`src/rtl/mips_load_store_unit.sv`:
```
// ============================================================================
// Module   : mips_load_store_unit
// Brief    : Multi-cycle MIPS load/store unit with sub-word extension and
//            read-modify-write for byte/halfword stores (big-endian lanes).
// Revision : 1.0 - initial release
// ============================================================================
`default_nettype none

module mips_load_store_unit (
    input  logic        clk,
    input  logic        reset,
    input  logic        req_valid,
    output logic        req_ready,
    input  logic [5:0]  req_opcode,
    input  logic [31:0] req_addr,
    input  logic [31:0] req_wdata,
    output logic        resp_valid,
    output logic [31:0] resp_rdata,
    output logic        resp_error,
    output logic [31:0] mem_address,
    output logic [31:0] mem_write_data,
    output logic        sig_mem_read,
    output logic        sig_mem_write,
    input  logic [31:0] mem_read_data
);

    localparam logic [5:0] c_op_lb  = 6'h20;
    localparam logic [5:0] c_op_lh  = 6'h21;
    localparam logic [5:0] c_op_lw  = 6'h23;
    localparam logic [5:0] c_op_lbu = 6'h24;
    localparam logic [5:0] c_op_lhu = 6'h25;
    localparam logic [5:0] c_op_sb  = 6'h28;
    localparam logic [5:0] c_op_sh  = 6'h29;
    localparam logic [5:0] c_op_sw  = 6'h2B;

    localparam logic [2:0] c_st_idle   = 3'd0;
    localparam logic [2:0] c_st_rd     = 3'd1;
    localparam logic [2:0] c_st_wr     = 3'd2;
    localparam logic [2:0] c_st_rmw_rd = 3'd3;
    localparam logic [2:0] c_st_rmw_wr = 3'd4;
    localparam logic [2:0] c_st_resp   = 3'd5;
    localparam logic [2:0] c_st_err    = 3'd6;

    logic [2:0]  r_state;
    logic [2:0]  w_state_next;
    logic [5:0]  r_opcode;
    logic [31:0] r_addr;
    logic [31:0] r_wdata;
    logic [31:0] r_merge;
    logic [31:0] r_rdata;

    logic        w_accept;
    logic        w_legal;
    logic        w_misaligned;
    logic        w_is_load;
    logic        w_is_sw;
    logic [7:0]  w_byte;
    logic [15:0] w_half;
    logic [31:0] w_load_ext;
    logic [31:0] w_merged;

    assign w_accept = req_valid && req_ready;

    // Request decode: legality, alignment and access class of the incoming opcode
    always_comb begin
        w_legal      = 1'b0;
        w_misaligned = 1'b0;
        w_is_load    = 1'b0;
        w_is_sw      = 1'b0;
        case (req_opcode)
            c_op_lb, c_op_lbu: begin
                w_legal   = 1'b1;
                w_is_load = 1'b1;
            end
            c_op_lh, c_op_lhu: begin
                w_legal      = 1'b1;
                w_is_load    = 1'b1;
                w_misaligned = req_addr[0];
            end
            c_op_lw: begin
                w_legal      = 1'b1;
                w_is_load    = 1'b1;
                w_misaligned = |req_addr[1:0];
            end
            c_op_sb: begin
                w_legal = 1'b1;
            end
            c_op_sh: begin
                w_legal      = 1'b1;
                w_misaligned = req_addr[0];
            end
            c_op_sw: begin
                w_legal      = 1'b1;
                w_is_sw      = 1'b1;
                w_misaligned = |req_addr[1:0];
            end
            default: begin
                w_legal = 1'b0;
            end
        endcase
    end

    always_comb begin
        w_state_next = c_st_idle;
        case (r_state)
            c_st_idle: begin
                if (!w_accept) begin
                    w_state_next = c_st_idle;
                end else if (!w_legal || w_misaligned) begin
                    w_state_next = c_st_err;
                end else if (w_is_load) begin
                    w_state_next = c_st_rd;
                end else if (w_is_sw) begin
                    w_state_next = c_st_wr;
                end else begin
                    w_state_next = c_st_rmw_rd;
                end
            end
            c_st_rd:     w_state_next = c_st_resp;
            c_st_wr:     w_state_next = c_st_resp;
            c_st_rmw_rd: w_state_next = c_st_rmw_wr;
            c_st_rmw_wr: w_state_next = c_st_resp;
            c_st_resp:   w_state_next = c_st_idle;
            c_st_err:    w_state_next = c_st_idle;
            default:     w_state_next = c_st_idle;
        endcase
    end

    // Lane k of the big-endian word lives at bits [31-8k:24-8k]
    always_comb begin
        w_byte = 8'h00;
        case (r_addr[1:0])
            2'd0:    w_byte = mem_read_data[31:24];
            2'd1:    w_byte = mem_read_data[23:16];
            2'd2:    w_byte = mem_read_data[15:8];
            default: w_byte = mem_read_data[7:0];
        endcase
        w_half = r_addr[1] ? mem_read_data[15:0] : mem_read_data[31:16];
    end

    always_comb begin
        w_load_ext = mem_read_data;
        case (r_opcode)
            c_op_lb:  w_load_ext = {{24{w_byte[7]}}, w_byte};
            c_op_lbu: w_load_ext = {24'h000000, w_byte};
            c_op_lh:  w_load_ext = {{16{w_half[15]}}, w_half};
            c_op_lhu: w_load_ext = {16'h0000, w_half};
            default:  w_load_ext = mem_read_data;
        endcase
    end

    always_comb begin
        w_merged = r_merge;
        if (r_opcode == c_op_sh) begin
            if (r_addr[1]) begin
                w_merged[15:0] = r_wdata[15:0];
            end else begin
                w_merged[31:16] = r_wdata[15:0];
            end
        end else begin
            case (r_addr[1:0])
                2'd0:    w_merged[31:24] = r_wdata[7:0];
                2'd1:    w_merged[23:16] = r_wdata[7:0];
                2'd2:    w_merged[15:8]  = r_wdata[7:0];
                default: w_merged[7:0]   = r_wdata[7:0];
            endcase
        end
    end

    always_ff @(posedge clk) begin
        if (reset) begin
            r_state  <= c_st_idle;
            r_opcode <= 6'h00;
            r_addr   <= 32'h0000_0000;
            r_wdata  <= 32'h0000_0000;
            r_merge  <= 32'h0000_0000;
            r_rdata  <= 32'h0000_0000;
        end else begin
            r_state <= w_state_next;
            if (w_accept) begin
                r_opcode <= req_opcode;
                r_addr   <= req_addr;
                r_wdata  <= req_wdata;
                r_rdata  <= 32'h0000_0000;
            end
            if (r_state == c_st_rd) begin
                r_rdata <= w_load_ext;
            end
            if (r_state == c_st_rmw_rd) begin
                r_merge <= mem_read_data;
            end
        end
    end

    // Strobes and response are gated by reset so an aborted access is silent
    assign req_ready     = (r_state == c_st_idle);
    assign sig_mem_read  = !reset && ((r_state == c_st_rd) || (r_state == c_st_rmw_rd));
    assign sig_mem_write = !reset && ((r_state == c_st_wr) || (r_state == c_st_rmw_wr));
    assign resp_valid    = !reset && ((r_state == c_st_resp) || (r_state == c_st_err));
    assign resp_error    = !reset && (r_state == c_st_err);
    assign resp_rdata    = r_rdata;
    assign mem_address   = {r_addr[31:2], 2'b00};

    always_comb begin
        mem_write_data = 32'h0000_0000;
        if (r_state == c_st_wr) begin
            mem_write_data = r_wdata;
        end else if (r_state == c_st_rmw_wr) begin
            mem_write_data = w_merged;
        end
    end

endmodule

`default_nettype wire

```
`config.mk`:
```
export PLATFORM = sky130hd
export DESIGN_NAME = mips_load_store_unit
export DESIGN_NICKNAME = d
export VERILOG_FILES = /design/src/rtl/mips_load_store_unit.sv
export SDC_FILE = /design/constraint.sdc
export NUM_CORES = 1
export LEC_CHECK = 0
export BUFFER_PORTS_ARGS = -buffer_cell sky130_fd_sc_hd__buf_2
export CORE_AREA = 2 2 116 118
export CTS_CLUSTER_DIAMETER = 40
export DETAILED_ROUTE_END_ITERATION = 8
export DIE_AREA = 0 0 118 120
export GPL_ROUTABILITY_DRIVEN = 0
export PLACE_DENSITY = 0.89
export SLEW_MARGIN = 20
export SYNTH_ARGS = -nofsm -noshare
export SYNTH_HDL_FRONTEND = slang
export SYNTH_SLANG_ARGS = --single-unit
```
`constraint.sdc`:
```
create_clock -name clk -period 2.5 [get_ports clk]
set_input_delay 0.375 -clock clk [delete_from_list [all_inputs] [get_ports clk]]
set_output_delay 0.375 -clock clk [all_outputs]
set_load 0.01 [all_outputs]
```
Word level (Yosys, flattened, before mapping)
Index checks and enable logic that the tools add are counted.
{"block": "classes", "muxes": 23, "reduce_logical": 21, "n_eq_ne": 21}
{"cell": "two-way mux 32 bit", "count": 5}
{"cell": "one-hot mux 32 bit (4 select lines)", "count": 1}
{"cell": "== test 6 bit, second input constant", "count": 13}
{"cell": "two-way mux 16 bit", "count": 3}
{"cell": "two-way mux 8 bit", "count": 4}
{"cell": "one-hot mux 8 bit (3 select lines)", "count": 1}
{"cell": "== test 3 bit, second input constant", "count": 3}
{"cell": "one-hot mux 3 bit (3 select lines)", "count": 1}
{"cell": "OR reduction 3 bit", "count": 3}
{"cell": "OR reduction 8 bit", "count": 1}
{"cell": "== test 3 x 2 -> 1 bit, second input constant", "count": 2}
{"cell": "two-way mux 3 bit", "count": 2}
{"cell": "logical AND 1 bit", "count": 5}
{"cell": "OR reduction 5 bit", "count": 1}
{"cell": "logical OR 1 bit", "count": 4}
{"cell": "two-way mux 1 bit", "count": 4}
{"cell": "OR reduction 2 bit", "count": 2}
{"cell": "== test 3 x 1 -> 1 bit, second input constant", "count": 1}
{"cell": "zero test 3 bit", "count": 1}
{"cell": "== test 2 x 1 -> 1 bit, second input constant", "count": 1}
{"cell": "== test 2 bit, second input constant", "count": 1}
{"cell": "zero test 1 bit", "count": 2}
{"cell": "zero test 2 bit", "count": 1}
{"cell": "two-way mux 2 bit", "count": 1}
{"cell": "other kinds (2)", "count": 2}
{"block": "totals", "output_inout_bits": 101, "regBits": 137, "wordCells": 71}

Logic depth before layout (Yosys ltp)
{"block": "depth", "word_depth": 8, "depth_mapped": 7, "mapped_depth_nobuf": 4}

Worst setup path after synthesis
OpenSTA, ideal clock, no wires.
{"block": "synth_timing", "path_kind": "reg2out", "start": "register r_opcode[5]", "end": "output mem_write_data[25]", "required_ns": 2.125, "path_stages_with_launch": 5, "n_path_buf": 0, "slack_ns": 0.392, "t_arrival_ns": 1.733, "cell_sequence": "dfxtp_1 > or3b_2 > nor2_2 > mux2_2 > o21ai_0"}
{"block": "synth_between", "elab_chain_len": 4}
{"item": "start: declaration", "line": "46", "rtl": "logic [5:0] r_opcode;"}
{"item": "start signal: assignment", "line": "181", "rtl": "r_opcode <= req_opcode;"}
{"item": "== test 6 bit", "line": "154", "rtl": "if (r_opcode == c_op_sh) begin"}
{"item": "two-way mux 32 bit", "line": "154"}
{"item": "two-way mux 32 bit", "line": "208", "rtl": "end else if (r_state == c_st_rmw_wr) begin"}
{"item": "two-way mux 32 bit", "line": "206", "rtl": "if (r_state == c_st_wr) begin"}
{"item": "end: declaration", "line": "21", "rtl": "output logic [31:0] mem_write_data,"}
No other way between the ends.

Final worst setup path
{"block": "layout_timing", "start": "register r_state[0]", "end": "output mem_write_data[8]"}
{"block": "layout_between", "elab_chain_len": 3}
{"item": "start: declaration", "line": "44", "rtl": "logic [2:0] r_state;"}
{"item": "start signal: assignment", "line": "172", "rtl": "r_state <= c_st_idle;"}
{"item": "start signal: assignment", "line": "179", "rtl": "r_state <= w_state_next;"}
{"item": "== test 3 bit", "line": "208"}
{"item": "two-way mux 32 bit", "line": "208"}
{"item": "two-way mux 32 bit (*)", "line": "206"}
Mark *: on every way between the ends. The rest lies on a longest branch, timed or not.

==> impl_metrics.json <==
{
  "status": "finished with violations",
  "violations": "setup timing",
  "p_leak_nw": 3.46,
  "avgSynthCellArea_um2": 7.82,
  "synth_warnings": 0,
  "tightest_slew_ns": 0.664,
  "crit_type": "flip-flop to output pin",
  "antennaDiodeCount": 0,
  "rsz0062_at_grt": "yes",
  "fill_cells": 1149,
  "finalCritPeriodShare_pct": 101,
  "drtIter0Drc": 608,
  "skew_ns": 0.00589,
  "io_pins": 206,
  "layout-drive-gt1-share_pct": 31.2,
  "reg2reg_depth": 5,
  "placementRows": 42,
  "hpwlAfterDp_um": 14100,
  "clock_sinks": 137,
  "ys_seq_area_share_pct": 42.7,
  "required_ns": 2.12,
  "fp.dieW_um": 118,
  "crit_fanout": 23,
  "final-hold-violation-count": 0,
  "clockRootBuffer": "clkbuf_16",
  "cts_buffers": 17,
  "fin_total_pwr_mw": 6.15,
  "synth_edf_count": 0,
  "h-tree-depth": 4,
  "hp-class": "input pin to flip-flop",
  "fin_nets": 1081,
  "setup_ws_ns": -0.0295,
  "routedWlPerCell_um": 17.2,
  "final_cell_mix": "nand2_1 (241), buf_2 (202), dfxtp_1 (131)",
  "ys_ff_latch": 137,
  "clk_pin_slew_ns": 0.06,
  "maxCapViolCount": 0,
  "ys.flop_type": "dfxtp_1",
  "cp-start-kind": "flip-flop",
  "synth_area_um2": 6430,
  "final_util_pct": 62.6,
  "hold_depth": 3,
  "rr_startpoint": "r_addr[1]$_SDFFE_PP0P_",
  "totalWireLength_um": 20000,
  "overflow": 0,
  "setup-violations-final": 2,
  "ant_nets": 0,
  "timing.hold.ws_ns": 0.191,
  "syn_inst": 822,
  "track_usage_pct": 26.7,
  "place_ws_ns": 0.184,
  "io_buffers": 203,
  "core_um2": 13000,
  "grt_pass1_wl_um": 29800,
  "grt_pass1_vias": 5861,
  "final_common_cell": "nand2_1",
  "die_area_um2": 14200,
  "setup_tns_ns": -0.0369,
  "antenna_found_initial": 0,
  "min_from": "req_wdata[4]",
  "cts.path.max_buffers": 2,
  "initial_core_util_pct": 49.5,
  "hold_end": "r_wdata[4]$_SDFFE_PP0P_",
  "grt_max_degree": 66,
  "areaGrowthSynthToFinish_pct": 26.4,
  "vias": 6516,
  "ir_worst_vdd_mv": 0.473,
  "r2r_slack_ns": 0.41,
  "finalMaxSlewViolations": 0,
  "cp.arrival_ns": 2.15,
  "maxSlewHeadroom_pct": 55.7,
  "first_pass_iters": 5,
  "cts_tree": "done",
  "drc": 0,
  "viasPerCell": 5.59,
  "clock_latency_ns": 0.42,
  "end_kind": "output pin",
  "worst_r2r_endpoint": "resp_rdata[13]$_SDFFE_PP0P_",
  "powerDensity_nw_per_um2": 757,
  "die-height_um": 120,
  "fmax_ghz": 0.395,
  "period_minus_slack_ns": 2.53,
  "synth_cell_type_count": 55,
  "synth-async-reset-ratio_pct": 0
}
[layer usage]
layer  track usage (%)  routed length, um  vias to the layer above
li1                  -                  -                     3100
met1              33.5               7850                     2978
met2              43.6               9450                      365
met3              6.65               1900                       73
met4              11.5                838                        0
met5                 0                  0                        -
[repair_timing]
item                                    in CTS  in global routing
setup buffers                                0                  5
endpoints found under the setup margin      26                 31
hold endpoints to repair                     0                  0
hold buffers                                 0                  0
pin swaps                                    1                  6
gates resized for setup                     10                 39
[final cells by class]
cell class                 instances  area [um2]  area share, %
multi-input combinational        591        3310           40.7
clock buffer                      26         529           6.52
inverter                           2        11.3          0.139
clock inverter                     6        60.1          0.739
timing repair buffer             227        1240           15.3
tap                              176         220           2.71
sequential                       137        2750           33.9
[synthesized netlist by cell type (3+ instances only)]
library cell,instances,area share (%)
a21oi_1,121,9.4
clkbuf_1,41,2.4
mux2i_1,10,1.6
nand2b_1,4,0.39
dfxtp_1,137,43
a221o_1,21,3.3
nor3b_1,3,0.35
a21o_1,9,1.1
o2bb2ai_1,9,1.2
a22oi_1,4,0.47
a31oi_1,7,0.68
nor3_1,4,0.31
nand3b_1,7,0.82
buf_4,34,4.0
or3_1,7,0.68
o21ai_0,45,3.5
nand2_1,243,14
nor2b_1,7,0.68
buf_2,15,1.2
or2_2,3,0.29
mux2_2,14,2.5
nor2_1,28,1.6
a22o_1,10,1.4
[worst max-delay path, stage by stage (launching register included)]
cell	delay, ns
dfxtp_1	0.44
nor3b_4	0.39
buf_8	0.23
a22oi_1	0.18
a22oi_2	0.31
buf_2	0.19
[report_power, final]
part	leakage, nW	switching, mW	internal (mW)
combinational	2.06	0.712	0.488
sequential	1.12	0.160	2.36
clock	0.288	0.880	1.55
total	3.46	1.75	4.40
[state kept, by name, summed over array words and instances (netlist names)]
| register | cells |
|---|---|
| r_addr | 32 |
| r_merge | 32 |
| r_opcode | 6 |
| r_state | 3 |
| r_wdata | 32 |
| resp_rdata | 32 |
[cells by family after synthesis]
| family | synth area share (%) |
|---|---|
| xor gates and xnor gates | 0.273 |
| other | 0.0583 |
| and+or+nand+nor | 21.4 |
| muxes | 4.71 |
| buffers and inverters | 8.06 |
| DFF | 42.7 |
| AOI/OAI and AO/OA | 22.8 |
[stage by stage]
step                      instances  cell area (um2)
after floorplan                 823             6430
after global placement         1128             7320
after detailed placement       1128             7320
after CTS                      1160             7940
after global routing           1165             8120
final                          1165             8120
[worst max path at each step]
| stage | start | cells after the start | endpoint |
|---|---|---|---|
| 3_3_place_gp | r_opcode[5]$_SDFFE_PP0P_ | 5 | mem_write_data[27] |
| 6_report | r_state[0]$_SDFF_PP0_ | 5 | mem_write_data[8] |
| 5_1_grt | r_opcode[4]$_SDFFE_PP0P_ | 5 | mem_write_data[30] |
| 4_1_cts | r_opcode[0]$_SDFFE_PP0P_ | 6 | mem_write_data[9] |
| 2_1_floorplan | r_opcode[5]$_SDFFE_PP0P_ | 4 | mem_write_data[25] |
| 3_5_place_dp | r_opcode[5]$_SDFFE_PP0P_ | 5 | mem_write_data[30] |
Power figures use the tool's default switching activity.
